<file path="config.mk">
export PLATFORM = sky130hd
export DESIGN_NAME = n_bit_seq_divider
export DESIGN_NICKNAME = d
export VERILOG_FILES = /design/src/rtl/n_bit_seq_divider.sv
export SDC_FILE = /design/constraint.sdc
export NUM_CORES = 1
export LEC_CHECK = 0
export CAP_MARGIN = 25
export CORE_MARGIN = 4
export CORE_UTILIZATION = 30
export CTS_CLUSTER_DIAMETER = 60
export DETAILED_ROUTE_END_ITERATION = 6
export DONT_BUFFER_PORTS = 1
export REMOVE_ABC_BUFFERS = 1
export SYNTH_ARGS = -nofsm -noshare
export SYNTH_HDL_FRONTEND = slang
export SYNTH_SLANG_ARGS = --single-unit
</file>
<file path="constraint.sdc">
create_clock -name clk -period 2.3 [get_ports clk]
set_input_delay 0.23 -clock clk [delete_from_list [all_inputs] [get_ports clk]]
set_output_delay 0.23 -clock clk [all_outputs]
set_load 0.02 [all_outputs]
</file>
<file path="src/rtl/n_bit_seq_divider.sv">
// Unsigned restoring divider: one quotient bit per clock behind a start/done
// handshake, with divide-by-zero flagged rather than computed.
module n_bit_seq_divider #(
  parameter int N = 8
) (
  input  logic         clk,
  input  logic         rst_n,
  input  logic         start,
  input  logic [N-1:0] dividend,
  input  logic [N-1:0] divisor,
  output logic         busy,
  output logic         done,
  output logic [N-1:0] quotient,
  output logic [N-1:0] remainder,
  output logic         div_by_zero
);

  localparam int CW = $clog2(N) + 1;

  typedef enum logic [1:0] {IDLE, CALC, DONE} state_t;

  state_t        state;
  logic [N-1:0]  dvd;
  logic [N-1:0]  dsr;
  logic [N:0]    rem;
  logic [CW-1:0] cnt;
  logic          zero;

  logic [N:0]    shifted;
  logic [N:0]    rem_next;
  logic          qbit;

  // One restoring step: the dividend register doubles as the quotient
  // shift register, so quotient bits enter at the LSB as dividend bits leave.
  always_comb begin
    shifted  = (rem << 1) | {{N{1'b0}}, dvd[N-1]};
    qbit     = (shifted >= {1'b0, dsr});
    rem_next = qbit ? (shifted - {1'b0, dsr}) : shifted;
  end

  always_ff @(posedge clk or negedge rst_n) begin
    if (!rst_n) begin
      state       <= IDLE;
      busy        <= 1'b0;
      done        <= 1'b0;
      quotient    <= '0;
      remainder   <= '0;
      div_by_zero <= 1'b0;
      dvd         <= '0;
      dsr         <= '0;
      rem         <= '0;
      cnt         <= '0;
      zero        <= 1'b0;
    end else begin
      done <= 1'b0;
      case (state)
        IDLE: begin
          if (start) begin
            dvd         <= dividend;
            dsr         <= divisor;
            rem         <= '0;
            cnt         <= '0;
            zero        <= (divisor == '0);
            busy        <= 1'b1;
            div_by_zero <= 1'b0;
            state       <= (divisor == '0) ? DONE : CALC;
          end
        end
        CALC: begin
          rem <= rem_next;
          dvd <= {dvd[N-2:0], qbit};
          cnt <= cnt + 1'b1;
          if (cnt == CW'(N - 1)) state <= DONE;
        end
        DONE: begin
          // For a zero divisor dvd was never shifted, so it still holds the dividend.
          quotient    <= zero ? '1 : dvd;
          remainder   <= zero ? dvd : rem[N-1:0];
          div_by_zero <= zero;
          done        <= 1'b1;
          busy        <= 1'b0;
          state       <= IDLE;
        end
        default: state <= IDLE;
      endcase
    end
  end

endmodule

</file>
==> results.md, run 1 <==
- Setup TNS Final: 0 ns
- DRC Markers: 0
- Post-synthesis sequential area ratio: around half
- Crit path capture type: flip-flop
- Post-Synthesis Cells: 263
- Ports: 38
- Arrival time at the worst endpoint: 2.23 ns
- Clock Path Buffers: 2
- RSZ-0062 raised after global routing: no
- Synth-to-layout area growth: 10.2%
- Final Hold Viols: 0
- CTS clk-pin slew, worst paths: 0.09 ns
- Antenna Diode Count: 0
- Largest net degree at the start of global routing: 51
- Drt wl/cell: ~15 um
- Cells after DPL: 359
- Leakage: 1.21 nW
- Die H: around 100 um
- Cell Area, Synth: around 0.0025 sq mm
- Hold Path Class: input pin to flip-flop
- Die ar.: 0.00996 sq mm
- Power Density: 1510 mW/mm^2
- Htree depth: 2
- Die W: between 90 and 100 um
- # resized after CTS: 0
- Root Driver: clkbuf_8
- Fin cells: 369
- Core Region: 0.00822 sq mm
- Crit share post-route: 88.3%
- Worst-path fanout max: 5
- DR pass1 iterations: 4
- Commonest non-fill, non-tap cell in the layout: dfrtp_1
- Area leader, netlist: dfrtp_1
- GR Overflow Total: 0
- CP startpoint kind: flip-flop
- First-pass GRT wire length: 9150 um
- Synth Area in Simple Gates: 16.4%
- GR peak layer: met2
- Clock latency on the worst-skew pair: around 0.30 ns
- Post-DRT Antenna Nets: 0
- Nets: 292
- Post-synth EDFFs: 0
- FP Rows: 33
- Total wire length: ~5400 um
- Dpl hpwl: 4000 um
- Crit path kind: flip-flop to flip-flop
- Largest cells by area after synthesis: dfrtp_1 50%, o21ai_0 7.7%, nand2_1 6.1%
- VDD IR max: around 0.00051 V
- Vias in the first global route: 1798
- Clock Skew: approximately 0.012 ns
- Worst EP required: 2.50 ns
- Via count: 1820
- Met1 global-route usage: approximately 15%
- Largest family of logic cells by synthesized area: compound AO/OA/AOI/OAI gates
- Post-Synth XOR/XNOR Area: 1.39%
- Max-cap violations: 0
- Commonest non-fill, non-tap cells in the layout: 50 x dfrtp_1, 41 x nand2_1, 39 x o21ai_0
- Asr flop ratio synth: 100%
- CTS tree: yes
- Worst slew margin: approximately half
- Worst Max-Slew Pin Slew: 0.753 ns
- DR iter-0 viols: 69
- Yosys warns: 0
- Initial antenna violation count: 0
- Met2 usage in global routing: about a fifth
- Post-Synth Adder-Cell Area: 5.25%
- DR vias/cell: 4.93
- Average cell area after synthesis: 9.61 sq um
- Gp weighted congestion: between 0.8 and 0.9
- Outcome: complete, no violations
- Starting density of the core: 30.8%
- Mux cell area share after synthesis: 6.04%
- Fmax: 492 MHz
- Area share of the largest cell type after synthesis: about half
- Share of cells above drive strength 1: a little under a tenth
- Max-slew violation count: 0
- Met3 usage: 3.47%
- Setup Viol. Count Final: 0
- Clock sinks: 50
- Synth cell types: 41
- Main flop type after synthesis: dfrtp_1
- Inserted Clock Buffers: 5
- Port bufs: 0
- Synth Area in Compound Gates: 16.7%
- Yosys reg bits: 50
- GRT Total Usage: 11.4%
- Final min period: just over 2 ns
-- worst paths after layout --
check / cells past startpoint / slack (ns) / endpoint / startpoint
max in group asynchronous: 2 / 1.65 / rem[2] / rst_n
worst max register to register: 9 / 0.27 / rem[6] / dvd[7]
worst min-delay path: 2 / 0.05 / dsr[7] / divisor[7]
worst min register to register: 1 / 0.50 / cnt[3] / cnt[3]
min in group asynchronous: 2 / 0.43 / remainder[3] / rst_n
worst max-delay path: 9 / 0.27 / rem[6] / dvd[7]
-- metrics by stage --
stage	util [%]	hold WS, ns	cell area (sq um)	setup slack, ns	total power, mW
3_5_place_dp	32.1	-0.0644	2640	0.274	3.60
2_1_floorplan	-	-0.0656	2450	0.171	3.10
3_3_place_gp	32.1	-0.0643	2640	0.301	3.56
4_1_cts	33.9	0.0418	2790	0.244	4.26
5_1_grt	33.9	0.0616	2790	0.0327	4.61
6_report	33.9	0.0510	2790	0.269	4.21
-- routing by layer --
layer  share of wire, %  routed length, um
met4               0.82                 44
met5                  0                  0
met3                5.8                313
met1                 49               2610
met2                 45               2390
-- sequential cells by signal (all words and copies together) (netlist names) --
signal and flops:
dsr 8, dvd 8, quotient 8, rem 8, remainder 8, cnt 4
state 2, busy 1, div_by_zero 1, done 1, zero 1
-- worst max-delay path, stage by stage, from the launching register on --
cell and delay, ns:
dfrtp_1 0.42, inv_1 0.06, ha_1 0.22, fa_1 0.40
nor2b_1 0.17, nor3_1 0.08, o21bai_1 0.14, a21oi_1 0.09
xor2_1 0.14, o31ai_1 0.21
-- report_power, final --
group	switching (mW)	internal, mW	leakage [nW]
clock	0.291	0.325	0.0514
combinational	0.995	0.876	0.519
sequential	0.465	1.26	0.637
total	1.75	2.46	1.21
-- final cells by class --
type / instances / area, sq um
Inverter: 11 / 41.3
Tap cell: 105 / 131
Clock buffer: 6 / 72.6
Timing Repair Buffer: 9 / 90.1
Fill cell: 854 / 5430
Multi-Input combinational cell: 186 / 1160
Sequential cell: 50 / 1250
Clock inverter: 2 / 37.5
-- Yosys cell counts, drive strengths merged, types with 3 or more instances --
master	n
a21oi	12
and3b	5
buf	9
clkbuf	7
dfrtp	50
ha	9
inv	11
mux2i	13
nand2	41
nand2b	4
nand3	5
nor2	15
nor2b	4
nor3	3
o21ai	42
o311ai	3
xnor2	3
-- timing repair --
| item | in CTS | in global routing |
|---|---|---|
| hold buffers | 2 | 0 |
| endpoints found under the setup margin | 0 | 0 |
| buffers inserted | 0 | 0 |
| endpoints found under the hold margin | 50 | 0 |
-- kinds of logic after synthesis --
group | count (synthesis)
AOI/OAI and AO/OA | 71
xor gates and xnor gates | 4
adders and majority gates | 10
buffers and inverters | 27
DFF | 50
muxes | 15
and+or+nand+nor | 86
(Power assumes the default switching activity.)
==> run 2: changes to the inputs <==
CORE_UTILIZATION = 60   (was 30)
PLACE_DENSITY = 0.76   (was default)
==> run 2 against run 1 <==
Worst setup slack lost 0.059 ns; clock power grew 1%; total power grew 2.8%; combinational power grew 6%; sequential power is essentially flat; via count grew 3.7%; largest cell class unchanged; highest routed layer unchanged.
==> results.md, run 2 (synthesized netlist as in run 1, its figures left out) <==
- Outcome: complete, no violations (unchanged)
- Internal: 2.51 mW (was 2.46 mW)
- Antenna Diode Count: 0 (unchanged)
- Largest net degree at the start of global routing: 51 (unchanged)
- FP Rows: 23 (was 33)
- Die ar.: 0.00531 sq mm (was 0.00996 sq mm)
- Setup TNS Final: 0 ns (unchanged)
- First-pass GRT wire length: 9200 um (was 9150 um)
- Dpl cell area: 0.00256 sq mm (was 0.00264 sq mm)
- Crit path capture type: flip-flop (unchanged)
- Top Layer Used: met4 (unchanged)
- WL met3: 263 um (was 313 um)
- Gp weighted congestion: 0.802 (was 0.832)
- Worst Max-Slew Pin Slew: 0.811 ns (was 0.753 ns)
- Fin cells: 316 (was 369)
- DR pass1 iterations: 4 (unchanged)
- Inserted Clock Buffers: 5 (unchanged)
- Cells after DPL: 303 (was 359)
- Core Region: 0.00403 sq mm (was 0.00822 sq mm)
- Ports: 38 (unchanged)
- Design area: 0.00274 sq mm (was 0.00279 sq mm)
- Share of cells above drive strength 1: 10.2% (was 9.09%)
- Die H: 72.9 um (was 99.8 um)
- Initial antenna violation count: 0 (unchanged)
- Drt wl/cell: 17.0 um (was 14.5 um)
- Sw frac: 41.9% (was 41.6%)
- DR vias/cell: 5.97 (was 4.93)
- Setup Viol. Count Final: 0 (unchanged)
- DRC Markers: 0 (unchanged)
- CTS tree: yes (unchanged)
- Leakage: 1.22 nW (was 1.21 nW)
- Pre-CTS setup slack: 0.118 ns (was 0.274 ns)
- Via count: 1888 (was 1820)
- R2R cell count: 7 (was 9)
- RSZ-0062 raised after global routing: no (unchanged)
- Clock Skew: 0.00775 ns (was 0.0124 ns)
- Worst slew margin: 45.9% (was 49.8%)
- Fmax: 478 MHz (was 492 MHz)
- Wire length on met2: 2760 um (was 2390 um)
- DR iter-0 viols: 143 (was 69)
- Max-slew violation count: 0 (unchanged)
- VDD IR max: 0.000803 V (was 0.000509 V)
- Power Density: 1580 mW/mm^2 (was 1510 mW/mm^2)
- Final Hold Viols: 0 (unchanged)
- Clk network pwr share: 14.4% (was 14.6%)
- Clock sinks: 50 (unchanged)
- Final WS setup: 0.210 ns (was 0.269 ns)
- Net Sw Power: 1.81 mW (was 1.75 mW)
- Arrival time at the worst endpoint: 2.29 ns (was 2.23 ns)
- Dpl hpwl: 3820 um (was 4000 um)
- GR Overflow Total: 0 (unchanged)
- Max-cap violations: 0 (unchanged)
- Worst-path fanout max: 4 (was 5)
- CP startpoint kind: flip-flop (unchanged)
- Nets: 294 (was 292)
- Final min period: 2.09 ns (was 2.03 ns)
- Vias in the first global route: 1927 (was 1798)
- GRT Total Usage: 22.8% (was 11.4%)
- CTS clk-pin slew, worst paths: 0.09 ns (about the same)
- Clock Path Buffers: 2 (unchanged)
- Worst EP required: 2.50 ns (about the same)
- Crit path kind: flip-flop to flip-flop (unchanged)
- Hold Path Class: input pin to flip-flop (unchanged)
- Commonest non-fill, non-tap cells in the layout: 50 x dfrtp_1, 41 x nand2_1, 39 x o21ai_0 (unchanged)
- Synth-to-layout area growth: 8.47% (was 10.2%)
- Starting density of the core: 62.7% (was 30.8%)
- Post-DRT Antenna Nets: 0 (unchanged)
- Commonest non-fill, non-tap cell in the layout: dfrtp_1 (unchanged)
- Flop pwr share: 39.7% (was 40.9%)
- Wl on met1: 2260 um (was 2610 um)
- Total wire length: 5390 um (was 5360 um)
- Clock latency on the worst-skew pair: 0.31 ns (was 0.30 ns)
- Root Driver: clkbuf_8 (unchanged)
- Total power draw: 4.33 mW (was 4.21 mW)
- Port bufs: 0 (unchanged)
- Hold path depth: 2 (unchanged)
- Htree depth: 2 (unchanged)
- Crit share post-route: 90.9% (was 88.3%)
- Logic pwr share: 45.9% (was 44.4%)
- Die W: 72.9 um (was 99.8 um)
## run 2: cell count changes in the layout (fill, tap and decap cells not counted)
cell        previous run  this run
buf_4                  7         9
clkbuf_1               1         0
clkinvlp_4             1         2
nor2b_2                1         0
nor2b_4                0         1
## run 2: power by group through the flow
stage / Sequential (mW) / Clock, mW / Combinational (mW)
after floorplan: 1.64 / 0 / 1.46
after global placement: 1.72 / 0 / 1.77
after detailed placement: 1.73 / 0 / 1.84
after CTS: 1.72 / 0.628 / 1.88
after global routing: 1.77 / 0.667 / 2.26
final: 1.72 / 0.624 / 1.98
## run 2: layout make-up
type                            instances  area [sq um]
Clock buffer                            5          68.8
Clock inverter                          3          45.0
Fill cell                             336          1290
Inverter                               11          41.3
Multi-Input combinational cell        186          1170
Sequential cell                        50          1250
Tap cell                               50          62.6
Timing Repair Buffer                   11           105
## run 2: repair_timing
action	CTS	global route
hold buffers	2	0
gates resized for setup	0	1
hold endpoints to repair	50	0
buffers inserted	0	3
setup endpoints to repair	0	7
## run 2: routing by layer
metal / vias up / GRT usage, %
met3: 11 / 5.65
met5: - / 0
met1: 916 / 27.6
met2: 47 / 38.9
li1: 914 / -
met4: 0 / 9.02
## run 2: path summary, 6_finish.rpt
path	from	endpoint	slack, ns
min	divisor[6]	dsr[6]	0.04
max reg2reg	rem[5]	rem[7]	0.21
max	rem[5]	rem[7]	0.21
min reg2reg	rem[7]	rem[7]	0.53
min in group asynchronous	rst_n	remainder[4]	0.43
max in group asynchronous	rst_n	dsr[1]	1.65
## run 2: stage by stage
step,hold WS [ns],utilization [%]
3_3_place_gp,-0.0641,63.6
2_1_floorplan,-0.0656,-
5_1_grt,0.0593,68.0
4_1_cts,0.0377,67.4
3_5_place_dp,-0.0643,63.6
6_report,0.0401,68.0
## run 2: critical path, cell delays in order (launching register included)
cell and delay, ns:
dfrtp_1 0.44, ha_1 0.35, a21oi_1 0.19, nor2b_1 0.07, nor3_1 0.23, o21ai_0 0.16
or2_2 0.29, a32o_1 0.24
